<file path="config.mk">
export PLATFORM = sky130hd
export DESIGN_NAME = gate_alu
export DESIGN_NICKNAME = d
export VERILOG_FILES = /design/src/rtl/gate_alu_pkg.sv /design/src/rtl/gate_alu_func.sv /design/src/rtl/gate_alu.sv
export SDC_FILE = /design/constraint.sdc
export NUM_CORES = 1
export LEC_CHECK = 0
export CORE_UTILIZATION = 54
export CTS_CLUSTER_SIZE = 24
export DETAILED_ROUTE_END_ITERATION = 16
export PLACE_DENSITY_LB_ADDON = 0.25
export SYNTH_ARGS = -nofsm -noshare
export SYNTH_HDL_FRONTEND = slang
export SYNTH_SLANG_ARGS = --single-unit
</file>
<file path="constraint.sdc">
create_clock -name clk -period 3.3 [get_ports clk]
set_clock_uncertainty 0.1 [all_clocks]
set_input_delay 0.33 -clock clk [delete_from_list [all_inputs] [get_ports clk]]
set_output_delay 0.33 -clock clk [all_outputs]
set_load 0.02 [all_outputs]
</file>
<file path="src/rtl/gate_alu_pkg.sv">
// Shared types for the gate ALU: op codes and controller states.
package gate_alu_pkg;

  typedef enum logic [2:0] {
    OP_OR     = 3'd0,
    OP_AND    = 3'd1,
    OP_NAND   = 3'd2,
    OP_NOR    = 3'd3,
    OP_XOR    = 3'd4,
    OP_XNOR   = 3'd5,
    OP_NOT_A  = 3'd6,
    OP_PASS_A = 3'd7
  } op_e;

  typedef enum logic [1:0] {
    IDLE = 2'd0,
    ACC  = 2'd1,
    HOLD = 2'd2
  } state_e;

endpackage

</file>
<file path="src/rtl/gate_alu_func.sv">
// Combinational bitwise evaluator z = f(op, x, y); x is the primary operand.
module gate_func
  import gate_alu_pkg::*;
#(
  parameter int WIDTH = 8
) (
  input  op_e              op_i,
  input  logic [WIDTH-1:0] x_i,
  input  logic [WIDTH-1:0] y_i,
  output logic [WIDTH-1:0] z_o
);

  always_comb begin
    z_o = x_i;
    case (op_i)
      OP_OR:    z_o = x_i | y_i;
      OP_AND:   z_o = x_i & y_i;
      OP_NAND:  z_o = ~(x_i & y_i);
      OP_NOR:   z_o = ~(x_i | y_i);
      OP_XOR:   z_o = x_i ^ y_i;
      OP_XNOR:  z_o = ~(x_i ^ y_i);
      OP_NOT_A: z_o = ~x_i;
      default:  z_o = x_i;
    endcase
  end

endmodule

</file>
<file path="src/rtl/gate_alu.sv">
// Handshaked bitwise ALU: single-shot or burst-accumulated results, 1-cycle latency.
// A pending result blocks new beats unless the consumer takes it in the same cycle.
module gate_alu
  import gate_alu_pkg::*;
#(
  parameter int WIDTH = 8,
  parameter int CNT_W = 4
) (
  input  logic             clk,
  input  logic             rst,
  input  logic             in_valid,
  output logic             in_ready,
  input  logic [2:0]       op,
  input  logic [WIDTH-1:0] a,
  input  logic [WIDTH-1:0] b,
  input  logic             acc_en,
  input  logic             last,
  output logic             out_valid,
  input  logic             out_ready,
  output logic [WIDTH-1:0] result,
  output logic [CNT_W-1:0] count,
  output logic             zero,
  output logic             parity
);

  localparam logic [CNT_W-1:0] CNT_MAX = '1;

  state_e           state_q;
  logic [WIDTH-1:0] acc_q;
  logic [CNT_W-1:0] cnt_q;
  logic             out_valid_q;
  logic [WIDTH-1:0] result_q;
  logic [CNT_W-1:0] count_q;

  logic             in_acc;
  logic             accept;
  logic             finish;
  logic             start;
  logic [WIDTH-1:0] x_mux;
  logic [WIDTH-1:0] y_mux;
  logic [WIDTH-1:0] val_d;
  logic [CNT_W-1:0] cnt_d;

  assign in_acc   = (state_q == ACC);
  assign in_ready = !rst && (state_q != HOLD) && (!out_valid_q || out_ready);
  assign accept   = in_valid && in_ready;
  assign finish   = accept && (in_acc ? last : (!acc_en || last));
  assign start    = accept && !in_acc && acc_en && !last;

  // Mid-burst the accumulator becomes the primary operand and a the secondary.
  assign x_mux = in_acc ? acc_q : a;
  assign y_mux = in_acc ? a : b;
  assign cnt_d = !in_acc ? CNT_W'(1) :
                 (cnt_q == CNT_MAX) ? cnt_q : cnt_q + CNT_W'(1);

  gate_func #(.WIDTH(WIDTH)) u_func (
    .op_i (op_e'(op)),
    .x_i  (x_mux),
    .y_i  (y_mux),
    .z_o  (val_d)
  );

  always_ff @(posedge clk) begin
    if (rst) begin
      state_q     <= IDLE;
      acc_q       <= '0;
      cnt_q       <= '0;
      out_valid_q <= 1'b0;
      result_q    <= '0;
      count_q     <= '0;
    end else begin
      if (finish) begin
        result_q    <= val_d;
        count_q     <= cnt_d;
        out_valid_q <= 1'b1;
      end else if (out_valid_q && out_ready) begin
        out_valid_q <= 1'b0;
      end

      if (accept && !finish) begin
        acc_q <= val_d;
        cnt_q <= cnt_d;
      end

      case (state_q)
        IDLE: begin
          if (start)
            state_q <= ACC;
          else if (!finish && out_valid_q && !out_ready)
            state_q <= HOLD;
        end
        ACC: begin
          if (finish)
            state_q <= IDLE;
        end
        HOLD: begin
          if (out_ready)
            state_q <= IDLE;
        end
        default: state_q <= IDLE;
      endcase
    end
  end

  assign out_valid = out_valid_q;
  assign result    = result_q;
  assign count     = count_q;
  assign zero      = (result_q == '0);
  assign parity    = ^result_q;

endmodule

</file>
# Yosys cells after proc, flatten, opt, wreduce, memory -nomap -nowiden
# Cells that the tools add are included.
# op_classes
add_sub_neg,1
n_eq_ne,13
mux,13
bitwise,7
n_reduce_logical,26
# op_table
op,count
$pmux W8 S7,1
$not A8 Y8,4
$mux W8,2
$logic_and A1 B1 Y1,11
$eq A3 B3 Y1 const B,3
$and A8 B8 Y8,1
$logic_not A8 Y1,1
$mux W2,4
$mux W4,2
$or A8 B8 Y8,1
$reduce_xor A8 Y1,1
$xor A8 B8 Y8,1
$logic_not A1 Y1,7
$eq A3 B2 Y1 const B,2
$pmux W2 S3,1
$add A4 B1 Y4 const B,1
$eq A4 B4 Y1 const B,1
$ne A2 B2 Y1 const B,2
$eq A3 B1 Y1 const B,1
$logic_not A3 Y1,1
$mux W1,3
$ne A3 B3 Y1 const B,1
$reduce_and A3 Y1,1
$eq A2 B1 Y1 const B,1
5 further kinds,6
# totals
ff_bits,27
out_inout_bits,16

# Longest topological paths before layout
# depth
depth_word,11
mapped_depth,12
depth_no_buf,9

# Hierarchy
# A second synthesis with hierarchy kept.
# unflattened
hier_cells,334
hier_area_um2,2359.8
# by_module_without_submodules
mod,instances,cells_each,area_per_inst_um2,seq_area_each_um2
gate_alu,1,213,1491.4,540.5
gate_func,1,121,868.3,0.0

# Least setup slack after synthesis
# Ideal clock, no wire load.
# synth_timing
path_kind,reg-to-reg
startpoint,register state_q[1]
endpoint,register result_q[3] (netlist: result[3])
t_arrival_ps,2294
required_time_ps,3114
setup_slack_ps,820
path_stages_with_launch,11
path_buffers,3
cell_sequence,dfxtp_1 > nand2b_1 > buf_6 > buf_6 > buf_2 > mux2i_1 > ha_1 > a221o_1 > a22oi_1 > a2bb2oi_2 > a211oi_1
# synth_between
elab_chain_cells,5
# synth_rtl
item,line_no,text
from (decl),gate_alu.sv:28,state_e state_q;
from (signal assigned),gate_alu.sv:65,state_q <= IDLE;
from (signal assigned),gate_alu.sv:88,state_q <= ACC;
from (signal assigned),gate_alu.sv:90,state_q <= HOLD;
$eq A2 B1 Y1 or $ne A2 B2 Y1 (tied branches),"gate_alu.sv:44, gate_alu.sv:45",
"$mux W8, or another cell as far along",gate_alu.sv:51,assign x_mux = in_acc ? acc_q : a;
"$xor A8 B8 Y8, or another cell as far along","gate_alu_func.sv:20, gate_alu_func.sv:21",
"$not A8 Y8, or another cell as far along",gate_alu_func.sv:21,OP_XNOR: z_o = ~(x_i ^ y_i);
$pmux W8 S7 or $logic_and A1 B1 Y1 (tied branches),"gate_alu_func.sv:15, gate_alu.sv:47",
to (signal assigned),gate_alu.sv:73,result_q <= val_d;
to (decl),gate_alu.sv:32,logic [WIDTH-1:0] result_q;
# Several ways; a longest one is shown, not always the timed one.
# A chain may end at the register's enable or synchronous reset.

# Worst setup path after layout
# layout_timing
startpoint,register state_q[1]
endpoint,register acc_q[6]
# layout_between
elab_chain_cells,7
# layout_rtl
item,line_no,text
branches (longest 7 deep; another with $mux W8),-,
to (signal assigned),gate_alu.sv:81,acc_q <= val_d;
to (decl),gate_alu.sv:29,logic [WIDTH-1:0] acc_q;
# Parallel ways; which one is timed is not known.

==> qor.yml <==
worst_setup_path:
  path_max_fanout: 13
  endpoint_kind: "register"
  crit_type: "reg2reg"
  crit_path_cell_trace: "nand2b_1 -> buf_4 -> mux2i_1 -> inv_1 -> ha_1 -> mux2_2 -> o22ai_1 -> nor3_2 -> a211oi_1"
  cp.required_ns: 3.40
  slowest_stage: "nand2b_1"
  cp.arrival_ns: 3.02
  cpPeakStageDelay_ns: 0.65
  cp-start-kind: "register"
finish:
  syn_to_final_growth_pct: 17.0
  num-nets-final: 359
  num_antenna_cells: 0
  nFillCells: 352
  drive_gt1_frac: 0.112
synth:
  ys_seq_area_frac: 0.226
  synthDistinctLibCells: 56
  synth.area.top_cells: "dfxtp_1, ha_1, mux2i_1, inv_1, a211oi_1"
  async_reset_ff_frac: 0
  synth_warnings: 0
  postSynthCellCount: 283
  ys.flop_type: "dfxtp_1"
  synth.most_common_cell: "inv_1"
  netlist_area_sq_um: 2390
  yosysTopAreaCell: "dfxtp_1"
  syn-num-nets: 329
  syn_area_per_cell_sq_um: 8.45
  synthTopCellsByCount: "inv_1, dfxtp_1, nor2_1, ha_1, nand2_1"
  synth_edf_count: 0
  synth_top_area_frac: 0.226
  yosys_register_bits: 27
routing:
  dr_wl_met3_um: 202
  top_layer: "met4"
  routed-via-count: 2065
  drtPass1Iterations: 4
  ant_nets: 0
  via_per_inst: 5.70
  detail_route.drc_violations: 0
  route.met2.wl_um: 2520
  drt-met1-wl_um: 2470
  wl_um: 5250
  first_iter_violations: 103
  wl_per_cell_um: 14.5
die:
  dieArea_sq_um: 4700
  die_x_um: 68.5
  num_rows: 23
  die_h_um: 68.5
  ios: 41
  start_util: 0.581
  core_sq_um: 4120
clock_tree:
  post_cts_resized: 0
  clk_pin_slew_ns: 0.10
  cts_root_buf: "clkbuf_8"
  clk_latency_ns: 0.28
  cts_tree: "yes"
  cts_sinks: 27
  cts_buffer_depth: 2
  cts_buffers: 3
  cts_setup_buffers: 0
  cts_hold_buf: 0
  cts_htree_levels: 1
timing:
  max_slew_margin: 0.487
  worst_slew_pin_slew_ns: 0.770
  fin_crit_sh: 0.885
  fin_ws_ns: 0.379
  hold_viol: 0
  max_freq_mhz: 342
  fin_crit_ns: 2.92
  setup_violations: 0
  fin_tns_setup_ns: 0
  finalMaxSlewViolations: 0
  hold_ws_ns: 0.374
  rsz0062_at_grt: "no"
pwr:
  ir_drop_v: 0.000272
  powerDensity_nw_per_um2: 311
  leakage_nw: 1.15
placed_design:
  hpwl_um: 3930
  io_buffers: 40
  place_congestion: 0.836
  pre_cts_ws_ns: 0.408
grt:
  grt_pass1_wl_um: 8380
  overflow: 0
  antenna_found_initial: 0
  grtUsageTotal: 0.240
  grt_pass1_vias: 1827
  grt_max_degree: 30
flow_run:
  drv_cap: 0
outcome:
  outcome: "complete, no violations"
min_path:
  hp-class: "reg2reg"
where the power goes:
part,internal (mW),switching [mW]
clock network,0.0861,0.110
logic,0.156,0.166
registers,0.340,0.0125
area by class of cell:
cell class,count,area [sq um],area share
Clock buffer,3,41.3,0.0148
Clock inverter,1,7.51,0.00268
Inverter,30,113,0.0403
Multi-Input combinational cell,206,1600,0.570
Sequential cell,27,541,0.193
Tap cell,50,62.6,0.0224
Timing Repair Buffer,45,438,0.157
path summary, 6_finish.rpt:
check	startpoint	endpoint	slack, ns	cells past startpoint
min	count[2]	count[2]	0.37	2
min reg2reg	count[2]	count[2]	0.37	2
max	state_q[1]	acc_q[6]	0.38	9
max reg2reg	state_q[1]	acc_q[6]	0.38	9
sequential cells by signal, indices dropped and copies added, names as in the netlist:
register	count
cnt_q	4
acc_q	8
count	4
result	8
out_valid	1
state_q	2
stage by stage:
step            util  power [mW]  instance area, sq um  cells
6_report       0.680       0.870                  2800    362
5_1_grt        0.680       0.924                  2800    362
4_1_cts        0.680       0.873                  2800    362
3_5_place_dp   0.668       0.681                  2750    358
3_3_place_gp   0.668       0.674                  2750    358
2_1_floorplan      -       0.580                  2390    283
placed cells by master, fill, tap and decap left out, types with 3 or more instances in the layout:
cell	count
nor2b_1	5
nand2b_1	10
nand3_1	4
o21ai_0	10
dfxtp_1	27
clkdlybuf4s50_1	40
nor2_1	23
xnor2_1	3
o22ai_1	4
mux2_2	4
clkbuf_8	3
nor3_1	3
nor3_2	4
inv_1	30
mux2i_1	18
a21oi_2	4
a211oi_2	5
and3b_1	4
a21oi_1	11
a211oi_1	13
ha_1	21
nand2_1	19
and2_1	3
buf_4	5
routing by layer:
layer,vias up,GRT usage
met5,-,0
met4,0,0.0677
met3,4,0.0428
met2,44,0.400
met1,955,0.316
li1,1062,-
critical path, delay by kind of cell, from the launching register on:
family	cells	cell delay, ns
AND/OR/NAND/NOR	2	0.73
multiplexers	2	0.55
flip-flops	1	0.46
buffers and inverters	2	0.42
AO/OA/AOI/OAI	2	0.40
adder cells (fa/ha/maj)	1	0.19
cells by family (layout without fill, tap and decap cells):
group	count (synthesis)	in the layout	synth area share
adders and majority gates	21	21	0.110
AOI/OAI and AO/OA	73	73	0.234
DFF	27	27	0.226
buffers and inverters	50	79	0.107
and+or+nand+nor	83	83	0.189
xor gates and xnor gates	4	4	0.0147
muxes	25	25	0.119
Note: power is estimated with default switching activity, not from simulation.
==> RTL edit (config.mk and constraints unchanged) <==
`CNT_W`: 4 -> 6.
--- a/src/rtl/gate_alu.sv
+++ b/src/rtl/gate_alu.sv
@@ -5,5 +5,5 @@
 #(
   parameter int WIDTH = 8,
-  parameter int CNT_W = 4
+  parameter int CNT_W = 6
 ) (
   input  logic             clk,
Interface: changed (resized count); port bits go from 41 to 43. No check against the original RTL was run, so the function may have changed too.
==> RTL edit against the unedited design <==
  * Largest cell class unchanged
  * Power grew 31%
  * Setup slack better by 260 ps
  * Count of clock-buffer cells in the layout is 3 higher
  * First-iteration DRC count up 8.7%
  * Wire length grew 9.1%
  * Sequential power increased by 14%
  * Synthesized area grew 3.5%
  * Highest routed layer unchanged
  * Critical path type unchanged
  * Sequential cell count grew 4
  * Non-clock buffer count rose by 5
  * Critical path depth down 1
  * Cell area grew 7.8%
==> RTL edit: results (changes against the unedited design) <==
- Status: finished clean
- Critical path's slowest cell: nand2b_2
- Max-cap viol count: 0 (unchanged)
- First-pass GRT wire length: 9.55 mm (+14%)
- Setup bufs post-CTS: 0 (unchanged)
- Worst slew margin relative to its limit: 57.7% (+9.1 points)
- Gr usage total: 24.5% (+0.45 points)
- Share of cells above drive strength 1: 7.76% (-3.5 points)
- Final wirelength: 5.73 mm (+9.1%)
- Final Max Slew Viols: 0 (unchanged)
- CP max FO: 20 (+7)
- Top cells by area, synth: dfxtp_1, ha_1, mux2i_1
- Synth warn: 0 (unchanged)
- P_leak: 0.00124 uW (+7.4%)
- Port-buffer cells: 42 (+5.0%)
- Unique cell type count in the Yosys netlist: 51 (-8.9%)
- Commonest cells in the synthesized netlist: nor2_1, dfxtp_1, inv_1
- Placed Instances: 392 (+9.5%)
- Reg clk slew, reported paths: 70 ps (-30 ps)
- Routability congestion estimate: 0.854 (+2.2%)
- Pre-Repair DR Iteration Count: 4 (unchanged)
- CP arrival: 2720 ps (-300 ps)
- Max incr delay on CP: 550 ps (-100 ps)
- Post-CTS resize count: 0 (unchanged)
- H-tree depth: 2 (+1)
- Vias per std cell: 5.76 (+0.93%)
- # diodes: 0 (unchanged)
- Largest net degree at the start of global routing: 33 (+10%)
- Worst-Skew Late Latency: 290 ps
- Syn nets: 359 (+9.1%)
- Switching part of the total: 30.1% (-3.0 points)
- Asr flop ratio synth: 0% (unchanged)
- Via count: 2303 (+12%)
- Vias in the first global route: 2092 (+15%)
- Placed instance area: 2900 sq um (+5.4%)
- Inserted Clock Buffers: 5 (+2)
- Max VDD drop: 328 uV (+20%)
- Seq/Total Area, Yosys: 25.1% (+2.5 points)
- Clock tree buffer depth: 2 (unchanged)
- Worst Setup SP: state_q[1]
- Syn Area/Cell: 7.91 sq um (-6.4%)
- Largest delay share family, worst path: multiplexers
- DP HPWL: 4.00 mm (+1.7%)
- DR iter-0 viols: 112 (+8.7%)
RTL edit: changes by cell type after synthesis, sizes merged, moves of 6 or more:
cell    delta
nor2       +9
nand2      +6
nand3      +7
o32ai      +6
a21oi      +7
a211oi     -8
RTL edit: worst paths after layout:
| kind | end | slack (ps) | cells past startpoint |
|---|---|---|---|
| setup / recovery | acc_q[6] | 640 | 8 |
| hold / removal | count[2] | 360 | 2 |
| setup reg to reg | acc_q[6] | 640 | 8 |
| hold reg to reg | count[2] | 360 | 2 |
RTL edit: layer usage:
layer | GRT usage (%) | vias up | share of wire, %
met1 | 32.5 | 1068 | 46
met2 | 40.2 | 59 | 48
li1 | - | 1172 | -
met3 | 4.94 | 4 | 5.3
met5 | 0 | - | 0
met4 | 7.11 | 0 | 1.0
RTL edit: logic make-up (layout without fill, tap and decap cells):
| logic type | Yosys count | in the layout | synth area share [%] |
|---|---|---|---|
| AOI/OAI and AO/OA | 81 | 81 | 23.2 |
| xor gates and xnor gates | 6 | 6 | 2.12 |
| adders and majority gates | 21 | 21 | 10.6 |
| buffers and inverters | 52 | 87 | 9.35 |
| DFF | 31 | 31 | 25.1 |
| muxes | 25 | 25 | 10.2 |
| and+or+nand+nor | 97 | 97 | 19.5 |
RTL edit: through the flow:
stage	hold WS, ps	utilization (%)	worst slack [ps]	total power (uW)
6_report	360	68.8	637	1140
5_1_grt	395	68.8	463	1190
4_1_cts	363	68.8	633	1150
3_5_place_dp	347	66.1	717	756
3_3_place_gp	344	66.1	758	749
2_1_floorplan	307	-	979	638
RTL edit: worst reg2reg max path, stage by stage, from the launching register on:
cell	delay, ps
dfxtp_1	370
nand2b_2	550
mux2i_1	460
inv_1	90
ha_1	240
mux2i_1	160
a211oi_1	100
a221oi_1	310
o32ai_1	150
RTL edit: final cells by class:
| class | count | area (sq um) |
|---|---|---|
| multi-input cells | 230 | 1620 |
| fillers | 379 | 1370 |
| flip-flops and latches | 31 | 621 |
| repair buffers | 50 | 480 |
| inverters | 29 | 109 |
| clock buffers | 6 | 82.6 |
| well taps | 52 | 65.1 |
| clock inverters | 2 | 35.0 |
RTL edit: power by group through the flow:
| stage | combinational, uW | sequential, uW | clock (uW) |
|---|---|---|---|
| 4_1_cts | 350 | 402 | 394 |
| 5_1_grt | 382 | 403 | 408 |
| 6_report | 349 | 402 | 389 |
| 3_5_place_dp | 346 | 410 | 0 |
| 3_3_place_gp | 339 | 410 | 0 |
| 2_1_floorplan | 218 | 419 | 0 |
